$ cat src/rtl/joy_pkg.sv
// Shared types and constants for the joystick scan sequencer.
package joy_pkg;

   typedef enum logic [2:0] {
      S_IDLE,
      S_SEL,
      S_SETTLE,
      S_LOAD,
      S_SHIFT,
      S_STORE
   } state_t;

   // Chain bit positions where each port's 6-bit field starts
   localparam int J1_BASE = 4;
   localparam int J2_BASE = 12;

   // Field indices inside a 6-bit port sample {p9,p6,R,L,D,U}
   localparam int U       = 0;
   localparam int D       = 1;
   localparam int L       = 2;
   localparam int R       = 3;
   localparam int P6      = 4;
   localparam int P9      = 5;
   localparam int FIELD_W = 6;

endpackage

$ cat src/rtl/joy_tick_gen.sv
// Free-running divider: one-clk tick every CLK_DIV system clocks.
module joy_tick_gen #(
   parameter int CLK_DIV = 4
) (
   input  logic clk,
   input  logic reset,
   output logic tick
);

   localparam int CW = $clog2(CLK_DIV);

   logic [CW-1:0] div_cnt;

   // Wrap the divider at CLK_DIV-1; reset restarts it from 0
   always_ff @(posedge clk) begin
      if (reset)
         div_cnt <= '0;
      else if (div_cnt == CW'(CLK_DIV - 1))
         div_cnt <= '0;
      else
         div_cnt <= div_cnt + 1'b1;
   end

   assign tick = (div_cnt == CW'(CLK_DIV - 1));

endmodule

$ cat src/rtl/joy_scan_sequencer.sv
// Per-frame 8-phase SELECT/load/shift burst over the joystick chain,
// emitting both ports' 6-bit samples tagged with the phase index.
module joy_scan_sequencer
   import joy_pkg::*;
#(
   parameter int CLK_DIV    = 4,
   parameter int SETTLE     = 32,
   parameter int CHAIN_BITS = 18,
   parameter int PHASES     = 8
) (
   input  logic       clk,
   input  logic       reset,
   input  logic       frame_tick,
   input  logic       enable,
   input  logic       joy_data,
   output logic       joy_clk,
   output logic       joy_load_n,
   output logic       joy_sel,
   output logic       phase_valid,
   output logic [2:0] phase_idx,
   output logic [5:0] phase_j1,
   output logic [5:0] phase_j2,
   output logic       busy,
   output logic       overrun
);

   localparam int SW = $clog2(SETTLE + 1);
   localparam int BW = $clog2(CHAIN_BITS + 1);

   state_t        state, state_next;
   logic          tick;
   logic [SW-1:0] settle_cnt;
   logic [BW-1:0] bit_cnt;
   logic          half_b;
   logic [2:0]    phase;
   logic [5:0]    j1_raw, j2_raw;
   logic          in_j1, in_j2, last_bit, last_settle, last_phase;
   logic [2:0]    j1_pos, j2_pos;

   joy_tick_gen #(.CLK_DIV(CLK_DIV)) u_tick (
      .clk   (clk),
      .reset (reset),
      .tick  (tick)
   );

   // Only chain bits that land in a port field are kept
   assign in_j1       = (bit_cnt >= BW'(J1_BASE)) && (bit_cnt < BW'(J1_BASE + FIELD_W));
   assign in_j2       = (bit_cnt >= BW'(J2_BASE)) && (bit_cnt < BW'(J2_BASE + FIELD_W));
   assign j1_pos      = 3'(bit_cnt - BW'(J1_BASE));
   assign j2_pos      = 3'(bit_cnt - BW'(J2_BASE));
   assign last_bit    = (bit_cnt == BW'(CHAIN_BITS - 1));
   assign last_settle = (settle_cnt == SW'(SETTLE - 1));
   assign last_phase  = (phase == 3'(PHASES - 1));

   // State register
   always_ff @(posedge clk) begin
      if (reset)
         state <= S_IDLE;
      else
         state <= state_next;
   end

   // Next-state: everything except the burst start waits for a tick
   always_comb begin
      state_next = state;
      case (state)
         S_IDLE:   if (frame_tick && enable)          state_next = S_SEL;
         S_SEL:    if (tick)                          state_next = S_SETTLE;
         S_SETTLE: if (tick && last_settle)           state_next = S_LOAD;
         S_LOAD:   if (tick)                          state_next = S_SHIFT;
         S_SHIFT:  if (tick && half_b && last_bit)    state_next = S_STORE;
         S_STORE:  state_next = last_phase ? S_IDLE : S_SEL;
         default:  state_next = S_IDLE;
      endcase
   end

   // Chain control, sampling and registered outputs
   always_ff @(posedge clk) begin
      if (reset) begin
         joy_clk     <= 1'b0;
         joy_load_n  <= 1'b1;
         joy_sel     <= 1'b1;
         phase_valid <= 1'b0;
         phase_idx   <= '0;
         phase_j1    <= 6'h3F;
         phase_j2    <= 6'h3F;
         busy        <= 1'b0;
         overrun     <= 1'b0;
         phase       <= '0;
         settle_cnt  <= '0;
         bit_cnt     <= '0;
         half_b      <= 1'b0;
      end else begin
         phase_valid <= 1'b0;
         if (frame_tick && state != S_IDLE)
            overrun <= 1'b1;
         case (state)
            S_IDLE: begin
               if (frame_tick && enable) begin
                  busy  <= 1'b1;
                  phase <= '0;
               end
            end
            S_SEL: begin
               if (tick) begin
                  joy_sel    <= ~phase[0];
                  settle_cnt <= '0;
               end
            end
            S_SETTLE: begin
               if (tick) begin
                  settle_cnt <= settle_cnt + 1'b1;
                  if (last_settle)
                     joy_load_n <= 1'b0;
               end
            end
            S_LOAD: begin
               if (tick) begin
                  joy_load_n <= 1'b1;
                  bit_cnt    <= '0;
                  half_b     <= 1'b0;
               end
            end
            S_SHIFT: begin
               if (tick) begin
                  if (!half_b) begin
                     joy_clk <= 1'b0;
                     if (in_j1) j1_raw[j1_pos] <= joy_data;
                     if (in_j2) j2_raw[j2_pos] <= joy_data;
                     half_b  <= 1'b1;
                  end else begin
                     // No rising edge after the last bit: the chain is done
                     joy_clk <= ~last_bit;
                     half_b  <= 1'b0;
                     bit_cnt <= bit_cnt + 1'b1;
                  end
               end
            end
            S_STORE: begin
               phase_valid <= 1'b1;
               phase_idx   <= phase;
               phase_j1    <= {j1_raw[P9], j1_raw[P6], j1_raw[R], j1_raw[L], j1_raw[D], j1_raw[U]};
               phase_j2    <= {j2_raw[P9], j2_raw[P6], j2_raw[R], j2_raw[L], j2_raw[D], j2_raw[U]};
               if (last_phase) begin
                  joy_sel <= 1'b1;
                  busy    <= 1'b0;
               end else begin
                  phase <= phase + 1'b1;
               end
            end
            default: ;
         endcase
      end
   end

endmodule

$ cat config.mk
export PLATFORM = sky130hd
export DESIGN_NAME = joy_scan_sequencer
export DESIGN_NICKNAME = d
export VERILOG_FILES = /design/src/rtl/joy_pkg.sv /design/src/rtl/joy_tick_gen.sv /design/src/rtl/joy_scan_sequencer.sv
export SDC_FILE = /design/constraint.sdc
export NUM_CORES = 1
export LEC_CHECK = 0
export ABC_CLOCK_PERIOD_IN_PS = 2150
export CORE_UTILIZATION = 56
export CTS_CLUSTER_SIZE = 12
export DETAILED_ROUTE_END_ITERATION = 16
export PLACE_DENSITY = 0.79
export SYNTH_ARGS = -nofsm -noshare
export SYNTH_HDL_FRONTEND = slang
export SYNTH_SLANG_ARGS = --single-unit
$ cat constraint.sdc
create_clock -name clk -period 2.15 [get_ports clk]
set_input_delay 0.215 -clock clk [delete_from_list [all_inputs] [get_ports clk]]
set_output_delay 0.215 -clock clk [all_outputs]
set_load 0.05 [all_outputs]
Yosys cells after proc, flatten, opt, wreduce, memory -nomap -nowiden. Index checks and enable logic that the tools add are counted.

Add/subtract/negate cells: 6. Reduce and logical (&&, ||, !) cells: 28. Bitwise logic cells: 4. Equal/unequal tests: 20. Order comparisons: 8. Multiplexer cells: 39.

Operator list (number): 2-bit inequality test (second input constant) (11); 3-bit two-way mux (7); 3-bit case mux with 6 select lines (1); 1-bit two-way mux (15); 5-bit two-way mux (3); 3-bit AND reduction (5); 5-bit AND reduction (3); 6-bit bitwise mux (2); 6-bit two-way mux (2); 6-bit case mux with 2 select lines (1); 5-bit case mux with 2 select lines (1); 2-bit nonzero test (5); 3-bit == test (second input constant) (3); 1-bit logical AND (9); 3-bit by 4-bit less-than comparator with 1-bit output (second input constant) (2); 1-bit case mux with 2 select lines (4); 4-bit AND reduction (2); 6-bit by 1-bit adder with 6-bit output (second input constant) (1); 1-bit demux with 3-bit select (2); 3-bit by 2-bit == test with 1-bit output (second input constant) (2); 6-bit by 5-bit == test with 1-bit output (second input constant) (1); 3-bit by 1-bit greater-or-equal comparator with 1-bit output (second input constant) (2); 3-bit case mux with 2 select lines (1); 3-bit subtractor (second input constant) (2); other kinds (15) (18).

Logic and storage cells: 122. Output and inout bits: 21. Register bits after elaboration: 53.

Depth between registers and ports, before layout.
Depth after elaboration: 6. Mapped depth: 6. Depth with buffers taken out: 6.

Cells and area by module. A second synthesis with hierarchy kept.

Cells, all modules: 255. Area total of the unflattened synthesis: 2342.2 µm².

By module, submodules not included: joy_scan_sequencer (seq. area each 1141.1 µm², cells an instance 250, area an instance 2267.2 µm², times used 1); joy_tick_gen (seq. area each 40.0 µm², cells an instance 5, area an instance 75.1 µm², times used 1).

Worst setup path after synthesis. No wires, ideal clock.

Path type: flip-flop to flip-flop. Start: register u_tick.div_cnt[0]. End: register j1_raw[1], enable pin. Path buffers: 0. Arrival time: 1228 ps. Cell stages (with the launch flop): 6. Path slack: 616 ps. Cell sequence: dfxtp_1 > ha_1 > nand4bb_4 > nor3_1 > nand4b_1 > nor3_2.

Word-level cells in the longest chain between the ends: 2.

RTL lines: start, declared (line joy_tick_gen.sv:12) `logic [CW-1:0] div_cnt;`; start signal, assigned (line joy_tick_gen.sv:21) `div_cnt <= div_cnt + 1'b1;`; 2-bit == test (line joy_tick_gen.sv:24) `assign tick = (div_cnt == CW'(CLK_DIV - 1));`; 5-bit AND reduction (no line); end signal, assigned by index (line joy_scan_sequencer.sv:128) `if (in_j1) j1_raw[j1_pos] <= joy_data;`; end, declared (line joy_scan_sequencer.sv:36) `logic [5:0] j1_raw, j2_raw;`.

Every way passes these cells. A chain may end at the register's enable or synchronous reset.

Final worst setup path.
Start: register state[2]. End: register j2_raw[3], enable pin.

Word-level cells in the longest chain between the ends: 2.

RTL lines: start, declared (line joy_scan_sequencer.sv:30) `state_t state, state_next;`; start signal, assigned (line joy_scan_sequencer.sv:60) `state <= state_next;`; 3-bit == test (line joy_scan_sequencer.sv:97) `case (state)`; 5-bit AND reduction (no line); end signal, assigned by index (line joy_scan_sequencer.sv:129) `if (in_j2) j2_raw[j2_pos] <= joy_data;`; end, declared (line joy_scan_sequencer.sv:36).

Every way passes these cells.

==> results.txt <==
Status = finished, final reports clean
Clk pwr share = 0.331
Number of port buffers = 25
Sw Pwr = 400 uW
Vias/cell = 5.40
Final setup viols = 0
Cts bufs inserted = 5
Pre-CTS WS = 364 ps
Synth Area in Compound Gates = 0.0845
Initial antenna violation count = 0
Worst Setup Start Kind = flip-flop
CP required = 2180 ps
Mapped Area = 2460 um^2
Overflow after GRT = 0
First-pass GRT wire length = 7510 um
Ant diodes = 0
Top cells by area, synth = dfxtp_1 33%, edfxtp_1 15%, nand2_1 7.5%, nand3b_1 4.6%, nor2_1 3.7%
Synth async-reset ratio = 0
Final Max Tran Viols = 0
Cell taking the most area after synthesis = dfxtp_1
Setup WS post-layout = 352 ps
Fin util = 0.684
Worst-Margin Slew = 600 ps
Rows = 23
Fmax = 556 MHz
Vias = 1810
Chip height = 68.2 um
Crit path capture = j2_raw[3]
Final instance area = 2810 um^2
Period minus WS final = 1800 ps
Largest family of logic cells by synthesized area = simple AND/OR/NAND/NOR gates
Fin crit share = 0.836
Htree depth = 2
Layout cells sized above 1 = 0.0842
Final hold viol count = 0
Cell-internal power = 1300 uW
Routed Antenna Nets = 0
Routed len/inst = 13.3 um
Adder-cell share of the synthesized area = 0.0356
Clock root buffer master = clkbuf_8
Yosys reg bits = 53
DP Wirelength = 3180 um
Remaining DRCs = 0
Nets = 296
Die area = 4660 um^2
Area added between synthesis and finish = 14.5%
Cells along the critical path = nand4bb_4, nor3_1, nand4b_1, nor2_1
Max_cap viols = 0
CTS resizes = 0
Post-synth EDFFs = 12
Maximum fanout along the worst path = 18
Setup TNS = 0 ps
Clock insertion delay at the later pin of the skew report = 310 ps
VDD IR-drop max = 0.361 mV
Synth Warn # = 0
Maximum clock path buffer count = 2
Slew headroom = 0.599
Crit-path max cell delay = 720 ps
Number of global-route vias before repair = 1715
CTS Hold Bufs = 0
CTS tree = yes
Worst EP arrival = 1830 ps
Post-CTS setup buffer count = 0
Slowest cell on crit path = dfxtp_1
Io pins = 26
Layout fillers = 347
Drt first pass iters = 5
TritonCTS Sinks = 53
Reg2reg start = state[2]
Total wire length = 4470 um
Top_reg_cell synth = dfxtp_1
Register area share after synthesis = 0.481
Clock slew at reported path FFs = 100 ps
Synth Area per Inst = 9.38 um^2
Tightest Hold Check Type = reg2reg
Kind of critical path = reg2reg
Largest net degree at the start of global routing = 19
Worst r2r path cells = 4
Critical Path Sink Type = flip-flop
Syn nets = 274
R2r endpoint = j2_raw[3]
Fraction of power spent switching nets = 0.235
Global Route Usage Sum = 0.219
Multiplexer share of the synthesized area = 0.0209
Setup Skew = 6.84 ps
RSZ-0062 raised after global routing = no
Crit path launch = state[2]
Synth unique cells = 48
Core footprint = 4120 um^2
Power per cell area = 604 nW/um^2
Drt first-iter violations = 61
Synth Area in Simple Gates = 0.301
Register share of total power = 0.609
Initial Util = 0.597
Syn Inst Count = 262
Post-Synth XOR/XNOR Area = 0.0316
Cell Area, Placed = 2730 um^2
Pleak = 0.000982 uW
Routability-driven placement congestion ratio = 0.846
Die Wd = 68.2 um
Share of the synthesized area in the top cell type = 0.334
Comb pwr share = 0.060
Reg2reg setup slack = 350 ps
==> worst max-delay path, delay by kind of cell (launching register included) <==
family,cells,cell delay [ps]
flip-flops,1,720
AND/OR/NAND/NOR,4,800
==> flip-flops by register name, indices dropped and copies added (netlist names), 2 cells and up <==
name,cells
u_tick.div_cnt,2
phase_j1,6
bit_cnt,5
phase,3
settle_cnt,6
state,3
phase_idx,3
phase_j2,6
j1_raw,6
j2_raw,6
==> logic make-up (layout without fill, tap and decap cells) <==
| logic type | count (synthesis) | after routing |
|---|---|---|
| simple gates | 133 | 133 |
| buf+inv | 22 | 45 |
| compound gates | 34 | 34 |
| mux | 5 | 5 |
| flops | 53 | 53 |
| xor+xnor | 8 | 8 |
| fa+ha+maj | 7 | 7 |
==> worst min path at each step <==
stage	start	endpoint	slack [ps]	cells past startpoint
final	u_tick.div_cnt[0]	u_tick.div_cnt[0]	430	1
after floorplan	joy_data	j1_raw[0]	310	0
after global placement	u_tick.div_cnt[0]	u_tick.div_cnt[0]	410	1
after global routing	u_tick.div_cnt[0]	u_tick.div_cnt[0]	440	1
after detailed placement	u_tick.div_cnt[0]	u_tick.div_cnt[0]	410	1
after CTS	u_tick.div_cnt[0]	u_tick.div_cnt[0]	430	1
==> metal layers <==
| metal | part of all wire | GRT usage |
|---|---|---|
| met5 | 0 | 0 |
| met1 | 0.47 | 0.264 |
| met4 | 0.016 | 0.107 |
| met3 | 0.024 | 0.0400 |
| met2 | 0.49 | 0.370 |
==> cell type report <==
| cell class | count | area, um^2 | share of cell area |
|---|---|---|---|
| Clock buffer | 6 | 72.6 | 0.0258 |
| Clock inverter | 2 | 15.0 | 0.00534 |
| Inverter | 6 | 22.5 | 0.00800 |
| Multi-Input combinational cell | 187 | 1160 | 0.414 |
| Sequential cell | 53 | 1180 | 0.420 |
| Tap cell | 50 | 62.6 | 0.0222 |
| Timing Repair Buffer | 31 | 295 | 0.105 |
==> cells in the mapped netlist, drive strengths merged (3+ instances only) <==
cell and instances:
nor4 3, edfxtp 12, nor3 10, and2 3, nand4 3, a21oi 17, mux2i 4, nand2 49
inv 6, o21ai 4, nand3b 16, clkbuf 8, nand3 5, nand4bb 4, nor2 25, dfxtp 41
a21o 3, buf 8, ha 7, nand2b 4, xnor2 8
==> stage by stage <==
stage	power (uW)	cells	hold slack, ps
floorplan	1130	262	314
global placement	1160	327	405
detailed placement	1160	327	413
CTS	1720	335	427
global route	1750	335	441
finish	1700	335	426
==> power by group through the flow <==
| stage | Combinational [uW] | Sequential, uW | Clock (uW) |
|---|---|---|---|
| floorplan | 66.9 | 1060 | 0 |
| global placement | 101 | 1060 | 0 |
| detailed placement | 103 | 1060 | 0 |
| CTS | 104 | 1040 | 578 |
| global route | 111 | 1040 | 607 |
| finish | 103 | 1040 | 563 |
==> cells in the final DEF, fill, tap and decap left out, drive strengths merged, types with 3 or more instances in the layout <==
cell and count:
nand2 49, dfxtp 41, clkdlybuf4s50 25, nor2 25, a21oi 17, nand3b 16, edfxtp 12, nor3 10
xnor2 8, ha 7, inv 6, buf 6, clkbuf 6, nand3 5, nand2b 4, o21ai 4
mux2i 4, nand4bb 4, a21o 3, nand4 3, nor4 3, and2 3
Note: power is estimated with default switching activity, not from simulation.
